[config.mk]
export PLATFORM = sky130hd
export DESIGN_NAME = fifo_uart_tx
export DESIGN_NICKNAME = d
export VERILOG_FILES = /design/src/rtl/fifo_uart_tx.sv
export SDC_FILE = /design/constraint.sdc
export NUM_CORES = 1
export LEC_CHECK = 0
export CAP_MARGIN = 20
export CORE_UTILIZATION = 35
export CTS_CLUSTER_DIAMETER = 30
export CTS_CLUSTER_SIZE = 40
export DETAILED_ROUTE_END_ITERATION = 8
export DONT_BUFFER_PORTS = 1
export GPL_TIMING_DRIVEN = 0
export PLACE_DENSITY = 0.46
export SLEW_MARGIN = 20
export SYNTH_ARGS = -nofsm -noshare
export SYNTH_HDL_FRONTEND = slang
export SYNTH_SLANG_ARGS = --single-unit
[constraint.sdc]
create_clock -name Clk -period 1.7 [get_ports Clk]
set_input_delay 0.34 -clock Clk [delete_from_list [all_inputs] [get_ports Clk]]
set_output_delay 0.34 -clock Clk [all_outputs]
set_load 0.03 [all_outputs]
[src/rtl/fifo_uart_tx.sv]
// UART transmitter that pops one word per frame from a registered-read FIFO.
// Define FIFO_UART_PARITY_EN to add an even-parity bit after the data field.
module fifo_uart_tx #(
    parameter int DATA_WIDTH   = 8,
    parameter int CLKS_PER_BIT = 16
) (
    input  logic                  Clk,
    input  logic                  Clear_in,
    input  logic                  Enable_in,
    input  logic                  Fifo_Empty_in,
    input  logic [DATA_WIDTH-1:0] Fifo_Data_in,
    output logic                  Fifo_ReadEn_out,
    output logic                  Tx_out,
    output logic                  Busy_out
);

    localparam int TW = (CLKS_PER_BIT > 1) ? $clog2(CLKS_PER_BIT) : 1;
    localparam int IW = $clog2(DATA_WIDTH + 1);
    localparam logic [TW-1:0] TMAX = TW'(CLKS_PER_BIT - 1);
    localparam logic [IW-1:0] LAST = IW'(DATA_WIDTH - 1);

    typedef enum logic [2:0] {
        S_IDLE,
        S_POP,
        S_LATCH,
        S_START,
        S_DATA,
`ifdef FIFO_UART_PARITY_EN
        S_PARITY,
`endif
        S_STOP
    } state_t;

    state_t                state, state_n;
    logic [TW-1:0]         timer, timer_n;
    logic [IW-1:0]         idx, idx_n;
    logic [DATA_WIDTH-1:0] shreg, shreg_n;
    logic                  tx_n, rd_n;
    logic                  bit_done;
`ifdef FIFO_UART_PARITY_EN
    logic                  par, par_n;
`endif

    assign bit_done = (timer == TMAX);
    assign Busy_out = (state != S_IDLE);

    always_ff @(posedge Clk) begin
        if (Clear_in) begin
            state           <= S_IDLE;
            timer           <= '0;
            idx             <= '0;
            shreg           <= '0;
            Tx_out          <= 1'b1;
            Fifo_ReadEn_out <= 1'b0;
`ifdef FIFO_UART_PARITY_EN
            par             <= 1'b0;
`endif
        end else begin
            state           <= state_n;
            timer           <= timer_n;
            idx             <= idx_n;
            shreg           <= shreg_n;
            Tx_out          <= tx_n;
            Fifo_ReadEn_out <= rd_n;
`ifdef FIFO_UART_PARITY_EN
            par             <= par_n;
`endif
        end
    end

    always_comb begin
        state_n = state;
        timer_n = timer;
        idx_n   = idx;
        shreg_n = shreg;
        tx_n    = Tx_out;
        rd_n    = 1'b0;
`ifdef FIFO_UART_PARITY_EN
        par_n   = par;
`endif
        unique case (state)
            S_IDLE: begin
                tx_n = 1'b1;
                if (Enable_in && !Fifo_Empty_in) begin
                    rd_n    = 1'b1;
                    state_n = S_POP;
                end
            end
            S_POP: begin
                state_n = S_LATCH;
            end
            // Read data is valid here, one cycle after the pop strobe.
            S_LATCH: begin
                shreg_n = Fifo_Data_in;
                tx_n    = 1'b0;
                timer_n = '0;
                idx_n   = '0;
`ifdef FIFO_UART_PARITY_EN
                par_n   = ^Fifo_Data_in;
`endif
                state_n = S_START;
            end
            S_START: begin
                if (bit_done) begin
                    tx_n    = shreg[0];
                    shreg_n = shreg >> 1;
                    timer_n = '0;
                    state_n = S_DATA;
                end else begin
                    timer_n = timer + 1'b1;
                end
            end
            S_DATA: begin
                if (bit_done) begin
                    timer_n = '0;
                    if (idx == LAST) begin
`ifdef FIFO_UART_PARITY_EN
                        tx_n    = par;
                        state_n = S_PARITY;
`else
                        tx_n    = 1'b1;
                        state_n = S_STOP;
`endif
                    end else begin
                        tx_n    = shreg[0];
                        shreg_n = shreg >> 1;
                        idx_n   = idx + 1'b1;
                    end
                end else begin
                    timer_n = timer + 1'b1;
                end
            end
`ifdef FIFO_UART_PARITY_EN
            S_PARITY: begin
                if (bit_done) begin
                    tx_n    = 1'b1;
                    timer_n = '0;
                    state_n = S_STOP;
                end else begin
                    timer_n = timer + 1'b1;
                end
            end
`endif
            S_STOP: begin
                if (bit_done) begin
                    timer_n = '0;
                    state_n = S_IDLE;
                end else begin
                    timer_n = timer + 1'b1;
                end
            end
            default: begin
                tx_n    = 1'b1;
                state_n = S_IDLE;
            end
        endcase
    end

endmodule

==> results of run 1 <==
worst register-to-register path, delay by kind of cell, from the launching register on:
| kind | cells | cell delay, ns |
|---|---|---|
| AO/OA/AOI/OAI | 2 | 0.42 |
| flip-flops | 1 | 0.33 |
| AND/OR/NAND/NOR | 2 | 0.53 |
| buffers and inverters | 2 | 0.29 |
state kept, by name (all words and copies together), names as in the netlist:
register and cells:
timer 4, state 3, Fifo_ReadEn_out 1, Tx_out 1, shreg 8, idx 4
metrics by stage:
step | hold slack, ns | cell area, um^2 | util (%)
4_1_cts | 0.145 | 1380 | 40.5
2_1_floorplan | 0.449 | 1270 | -
6_report | 0.156 | 1440 | 42.2
3_5_place_dp | 0.479 | 1330 | 38.9
3_3_place_gp | 0.466 | 1330 | 38.9
5_1_grt | 0.159 | 1440 | 42.2
area by class of cell:
cell class | instances | area [um^2]
inverters | 1 | 3.75
repair buffers | 4 | 30.0
well taps | 46 | 57.6
clock buffers | 4 | 26.3
fillers | 356 | 1970
flip-flops and latches | 21 | 425
plain buffers | 10 | 77.6
multi-input cells | 122 | 821
power groups by stage:
| stage | combinational, W | sequential, W | clock [W] |
|---|---|---|---|
| 2_1_floorplan | 0.000104 | 0.000520 | 0 |
| 3_3_place_gp | 0.000135 | 0.000522 | 0 |
| 3_5_place_dp | 0.000139 | 0.000522 | 0 |
| 4_1_cts | 0.000147 | 0.000511 | 0.000260 |
| 5_1_grt | 0.000167 | 0.000512 | 0.000286 |
| 6_report | 0.000154 | 0.000511 | 0.000256 |
cell usage in the layout, fill, tap and decap left out, types with 2 or more instances in the layout:
cell and n:
a21oi_1 11, a21oi_2 2, mux2i_1 3, o21a_1 2
nor3b_2 2, buf_4 5, clkbuf_1 4, nand4_1 8
nand2_1 6, dfxtp_1 19, nand3_1 3, o32a_1 6
buf_6 3, nor2_1 15, clkbuf_4 3, and2_1 2
nor2b_1 4, mux2_2 2, ha_1 2, nor3_1 3
o21ai_0 19, nand2b_1 4, nor3b_1 6, and3b_1 2
cell families after synthesis:
kind of cell,after synthesis,share of synthesized area (%)
AND/OR/NAND/NOR,65,30.3
AO/OA/AOI/OAI,47,23.4
flip-flops,21,33.1
buffers and inverters,12,4.93
multiplexers,5,4.14
adder cells (fa/ha/maj),3,2.76
XOR/XNOR,2,1.38
repair_timing:
action	CTS	global route
resized for setup	11	11
buffers inserted	0	4
pin swaps	1	2
endpoints found under the setup margin	10	13
layer usage:
layer | GRT usage [%] | vias up | wire [um] | part of all wire [%]
met4 | 8.14 | 0 | 88 | 2.4
met2 | 31.2 | 38 | 1690 | 47
met5 | 0 | - | 0 | 0
met3 | 2.39 | 9 | 123 | 3.4
met1 | 26.1 | 611 | 1720 | 47
li1 | - | 588 | - | -
how the worst min path moves through the flow:
stage | endpoint | from | depth (start not counted) | slack [ns]
3_3_place_gp | shreg[6] | shreg[6] | 2 | 0.47
4_1_cts | Tx_out | Clear_in | 2 | 0.14
6_report | Tx_out | Clear_in | 2 | 0.16
5_1_grt | Tx_out | Clear_in | 2 | 0.16
3_5_place_dp | timer[1] | timer[1] | 2 | 0.48
2_1_floorplan | timer[1] | timer[1] | 2 | 0.45
==> run metrics, run 1 <==
PnR worst setup slack=0.0293 ns; row count=21; antenna violations before repair=0; Reg clk slew, reported paths=about 0.12 ns; Final Cycle Share=98.3%; HP Class=input port to flop; CP Data Required Time=between 1 and 1.5 ns; die span in y=62.2 um; CP max stage cell=or3_4; P&R area growth vs syn=13.5%; Async SR Flop Fraction=0%; Top Ports=15; Ant. Diodes=0; leak pwr=a little over 0.5 nW; family with the most delay on the worst path=simple AND/OR/NAND/NOR gates; H-tree depth=1; CP Launch Type=flop; GPL Wtd Cong=0.741; reg-to-reg startpoint=state[0]; Initial DRT Pass Iterations=4; # clock sinks=21; vias in the first global route=1156; cts hold-fix bufs=0; root buf cell=clkbuf_4; Worst Clk Skew=0.00313 ns; Reg2Reg Depth=6; Initial DRC Count=69; first-pass GRT wire length=approximately 6000 um; max_slew headroom=60.5%; actual slew at the worst max-slew pin=0.592 ns; crit path cell chain=buf_4, or3_4; setup_tns=0 ns; fin cells=208; synth cell count leaders=21 x dfxtp_1, 19 x o21ai_0, 16 x nor2_1, 13 x a21oi_1, 8 x nand4_1; max cap viols=0; post-DR wirelength/cell=17.4 um; area of the die=between 3000 and 4000 um^2; combinational power share=16.7%; #FFs+latches synth=21; Slew Limit Fails=0; R2R Setup Slk=0.08 ns; Setup Viol. Count Final=0; placed cell count=201; CTS Buf Count=3; critical path peak fanout=10; Synth Instances=155; Routed Wire Length=3630 um; Setup crit end kind=output pin; CTS tree=done; Int Power=between 0.0006 and 0.0007 W; Routed Antenna Nets=0; slowest stage delay, CP=~0.46 ns; layout cells sized above 1=between 15 and 20%; Power, Total=roughly 0.00092 W; Final nets=177; PD cells=~640 nW/um^2; final hold vios=0; largest net degree at the start of global routing=12; sw frac=slightly below 30%; detailed-route DRC error count=0; input/output buffers=0; Die X=62.2 um; Worst Setup SP=state[1]; Mapped Nets=about 170; EDFF count, synth=0; pre-CTS setup slack=-0.0597 ns; crit path to=Busy_out; core area=around 3400 um^2; critical path class=flop to output pin; Synth top area share=33.1%; number of synthesis warnings=0; Seq pwr share=a little under three fifths; Top FF cell, synth=dfxtp_1; synthesized area=1270 um^2; Mean Syn Cell Area=8.19 um^2; Worst path depth=2; Seq/Total Area, Yosys=33.1%; outcome=completed; distinct cell type count after synthesis=42; cell taking the most area after synthesis=dfxtp_1; Clock Power Share=between 20% and 30%; Total GRT Usage=19.4%; Final Critical Period=approximately 1.7 ns; most common cell in the netlist=dfxtp_1; Fmax achieved=~0.6 GHz; DP Wirelength=2430 um; P_sw=0.000271 W; CTS max path bufs=2; Vias=1246; VDD IR max=0.283 mV; FF-to-FF End=shreg[7]; Worst EP arrival=around 1.3 ns; top cells by area, synth=dfxtp_1 33%, o21ai_0 7.5%, a21oi_1 5.1%; initial core utilization=37.2%; RSZ-0062 raised after global routing=no; clk_lat worst skew=0.31 ns; Buf+Inv Stages, Crit Path=1; vias per cell=5.99; grt total ovfl=0
(Power assumes the default switching activity.)
==> run 2, diff against run 1 <==
--- a/config.mk
+++ b/config.mk
@@ -5,7 +5,7 @@
 export SDC_FILE = /design/constraint.sdc
 export NUM_CORES = 1
 export LEC_CHECK = 0
-export CAP_MARGIN = 20
+export CAP_MARGIN = 10
 export CORE_UTILIZATION = 35
 export CTS_CLUSTER_DIAMETER = 30
 export CTS_CLUSTER_SIZE = 40
==> results of run 2 <==
The final DEF is identical to that of run 1; final timing and power are the same.
==> run 3, diff against run 2 <==
--- a/config.mk
+++ b/config.mk
@@ -6,6 +6,7 @@
 export NUM_CORES = 1
 export LEC_CHECK = 0
 export CAP_MARGIN = 10
+export CORE_MARGIN = 4
 export CORE_UTILIZATION = 35
 export CTS_CLUSTER_DIAMETER = 30
 export CTS_CLUSTER_SIZE = 40
==> run metrics, run 3 (synthesis gave the netlist of run 1 again) <==
outcome=completed; Ant. Diodes=0 (unchanged); first-pass GRT wire length=5980 um (+2.2%); Worst EP arrival=1.33 ns (about the same); Fmax achieved=0.601 GHz (+0.33%); hold path cells=2 (unchanged); core area=3420 um^2 (unchanged); CP Launch Type=flop; post-DR wirelength/cell=17.7 um (+1.6%); leak pwr=0.485 nW (-4.3%); fin util=41.4% (-0.77 points); area of the die=4660 um^2 (+20%); hold path start=Clear_in; Initial DRT Pass Iterations=4 (unchanged); reg-to-reg startpoint=state[0]; Final Critical Period=1.67 ns (-0.00549 ns); Worst Clk Skew=0.00390 ns (+0.000769 ns); vias in the first global route=1162 (+0.52%); Reg clk slew, reported paths=0.12 ns (about the same); max FFs per register=8 (unchanged); layout cells sized above 1=17.1% (-1.4 points); Final nets=173 (-2.3%); Initial DRC Count=37 (-46%); HP Class=input port to flop; R2R Setup Slk=0.07 ns (about the same); Largest Register=shreg; CTS tree=done; Top Ports=15 (unchanged); Routed Antenna Nets=0 (unchanged); CTS max path bufs=2 (unchanged); setup_tns=0 ns (unchanged); PD cells=640 nW/um^2 (+0.22%); row count=21 (unchanged); Setup Viol. Count Final=0 (unchanged); Total GRT Usage=17.2% (-2.2 points); Slew Limit Fails=0 (unchanged); max_slew headroom=59.9% (-0.58 points); detailed-route DRC error count=0 (unchanged); Routed Wire Length=3620 um (-0.39%); CTS Buf Count=3 (unchanged); FF-to-FF End=shreg[0]; max cap viols=0 (unchanged); WHS=0.156 ns (-0.000286 ns); VDD IR max=0.272 mV (-3.9%); Placement Cell Area=1330 um^2 (unchanged); antenna violations before repair=0 (unchanged); final hold vios=0 (unchanged); clk_lat worst skew=0.30 ns (about the same); critical path peak fanout=10 (unchanged); actual slew at the worst max-slew pin=0.601 ns (+0.00875 ns); grt total ovfl=0 (unchanged); Min-Delay Endpoint=Tx_out; CP Data Required Time=1.36 ns (about the same); H-tree depth=1 (unchanged); largest net degree at the start of global routing=12 (unchanged); P&R area growth vs syn=11.4%; initial core utilization=37.2% (unchanged); die span in y=68.2 um (+9.6%); cts hold-fix bufs=0 (unchanged); GPL Wtd Cong=0.753 (+1.6%); input/output buffers=0 (unchanged); Reg2Reg Depth=6 (unchanged); Die X=68.2 um (+9.6%); Setup crit end kind=output pin; # clock sinks=21 (unchanged); RSZ-0062 raised after global routing=yes; fin area=1420 um^2 (-1.8%); biggest registers after layout=shreg x8, idx x4, timer x4; DP Wirelength=2480 um (+2.1%); vias per cell=6.09 (+1.6%); root buf cell=clkbuf_4; Final Cycle Share=98.0% (-0.32 points); most frequent cells in the layout=19 x dfxtp_1, 19 x o21ai_0, 15 x nor2_1, 10 x a21oi_1, 8 x nand4_1; critical path class=flop to output pin; Vias=1242 (-0.32%)
-- run 3: cell types whose count changed in the layout (fill, tap and decap cells not counted) --
cell / delta
buf_4: -4
a21oi_1: -1
a21oi_2: +1
-- run 3: worst max-delay path by stage --
stage | start | end | slack, ns | cells after the start
2_1_floorplan | state[0] | idx[3] | 0.21 | 6
3_3_place_gp | state[1] | shreg[5] | -0.08 | 3
3_5_place_dp | state[1] | shreg[5] | -0.09 | 3
4_1_cts | state[2] | Busy_out | -0.02 | 3
5_1_grt | state[2] | Busy_out | -0.02 | 3
6_report | state[2] | Busy_out | 0.03 | 3
-- run 3: critical path: stages (launching register included) --
cell and delay, ns:
dfxtp_2 0.35, buf_6 0.14, buf_8 0.14, or3_4 0.39
-- run 3: repair_timing --
item                       CTS  global route
pin swaps                    1             4
setup endpoints to repair   10            13
setup buffers                0             0
resized for setup           15             8
-- run 3: through the flow --
step	setup WS (ns)	cells	power [W]
after global placement	-0.0788	201	0.000658
after global routing	-0.0161	204	0.000952
final	0.0348	204	0.000905
after CTS	-0.0200	205	0.000916
after floorplan	0.214	155	0.000624
after detailed placement	-0.0916	201	0.000661
-- run 3: report_power, final --
group          switching [W]  internal, W  total, W
clock               0.000154    0.0000914  0.000245
combinational      0.0000939    0.0000550  0.000149
sequential         0.0000110     0.000500  0.000511
total               0.000259     0.000647  0.000905
-- run 3: per-layer routing --
metal	up-vias	wire length [um]	GRT usage (%)
li1	586	-	-
met1	605	1540	23.9
met2	49	1750	27.4
met3	2	310	2.79
met4	0	16	4.71
met5	-	0	0
-- run 3: area by class of cell --
| type | count | area (um^2) |
|---|---|---|
| inverter | 1 | 3.75 |
| buffer | 10 | 77.6 |
| clock buffer | 4 | 26.3 |
| sequential | 21 | 425 |
| multi-input combinational | 122 | 825 |
| fill | 365 | 2000 |
| tap | 46 | 57.6 |
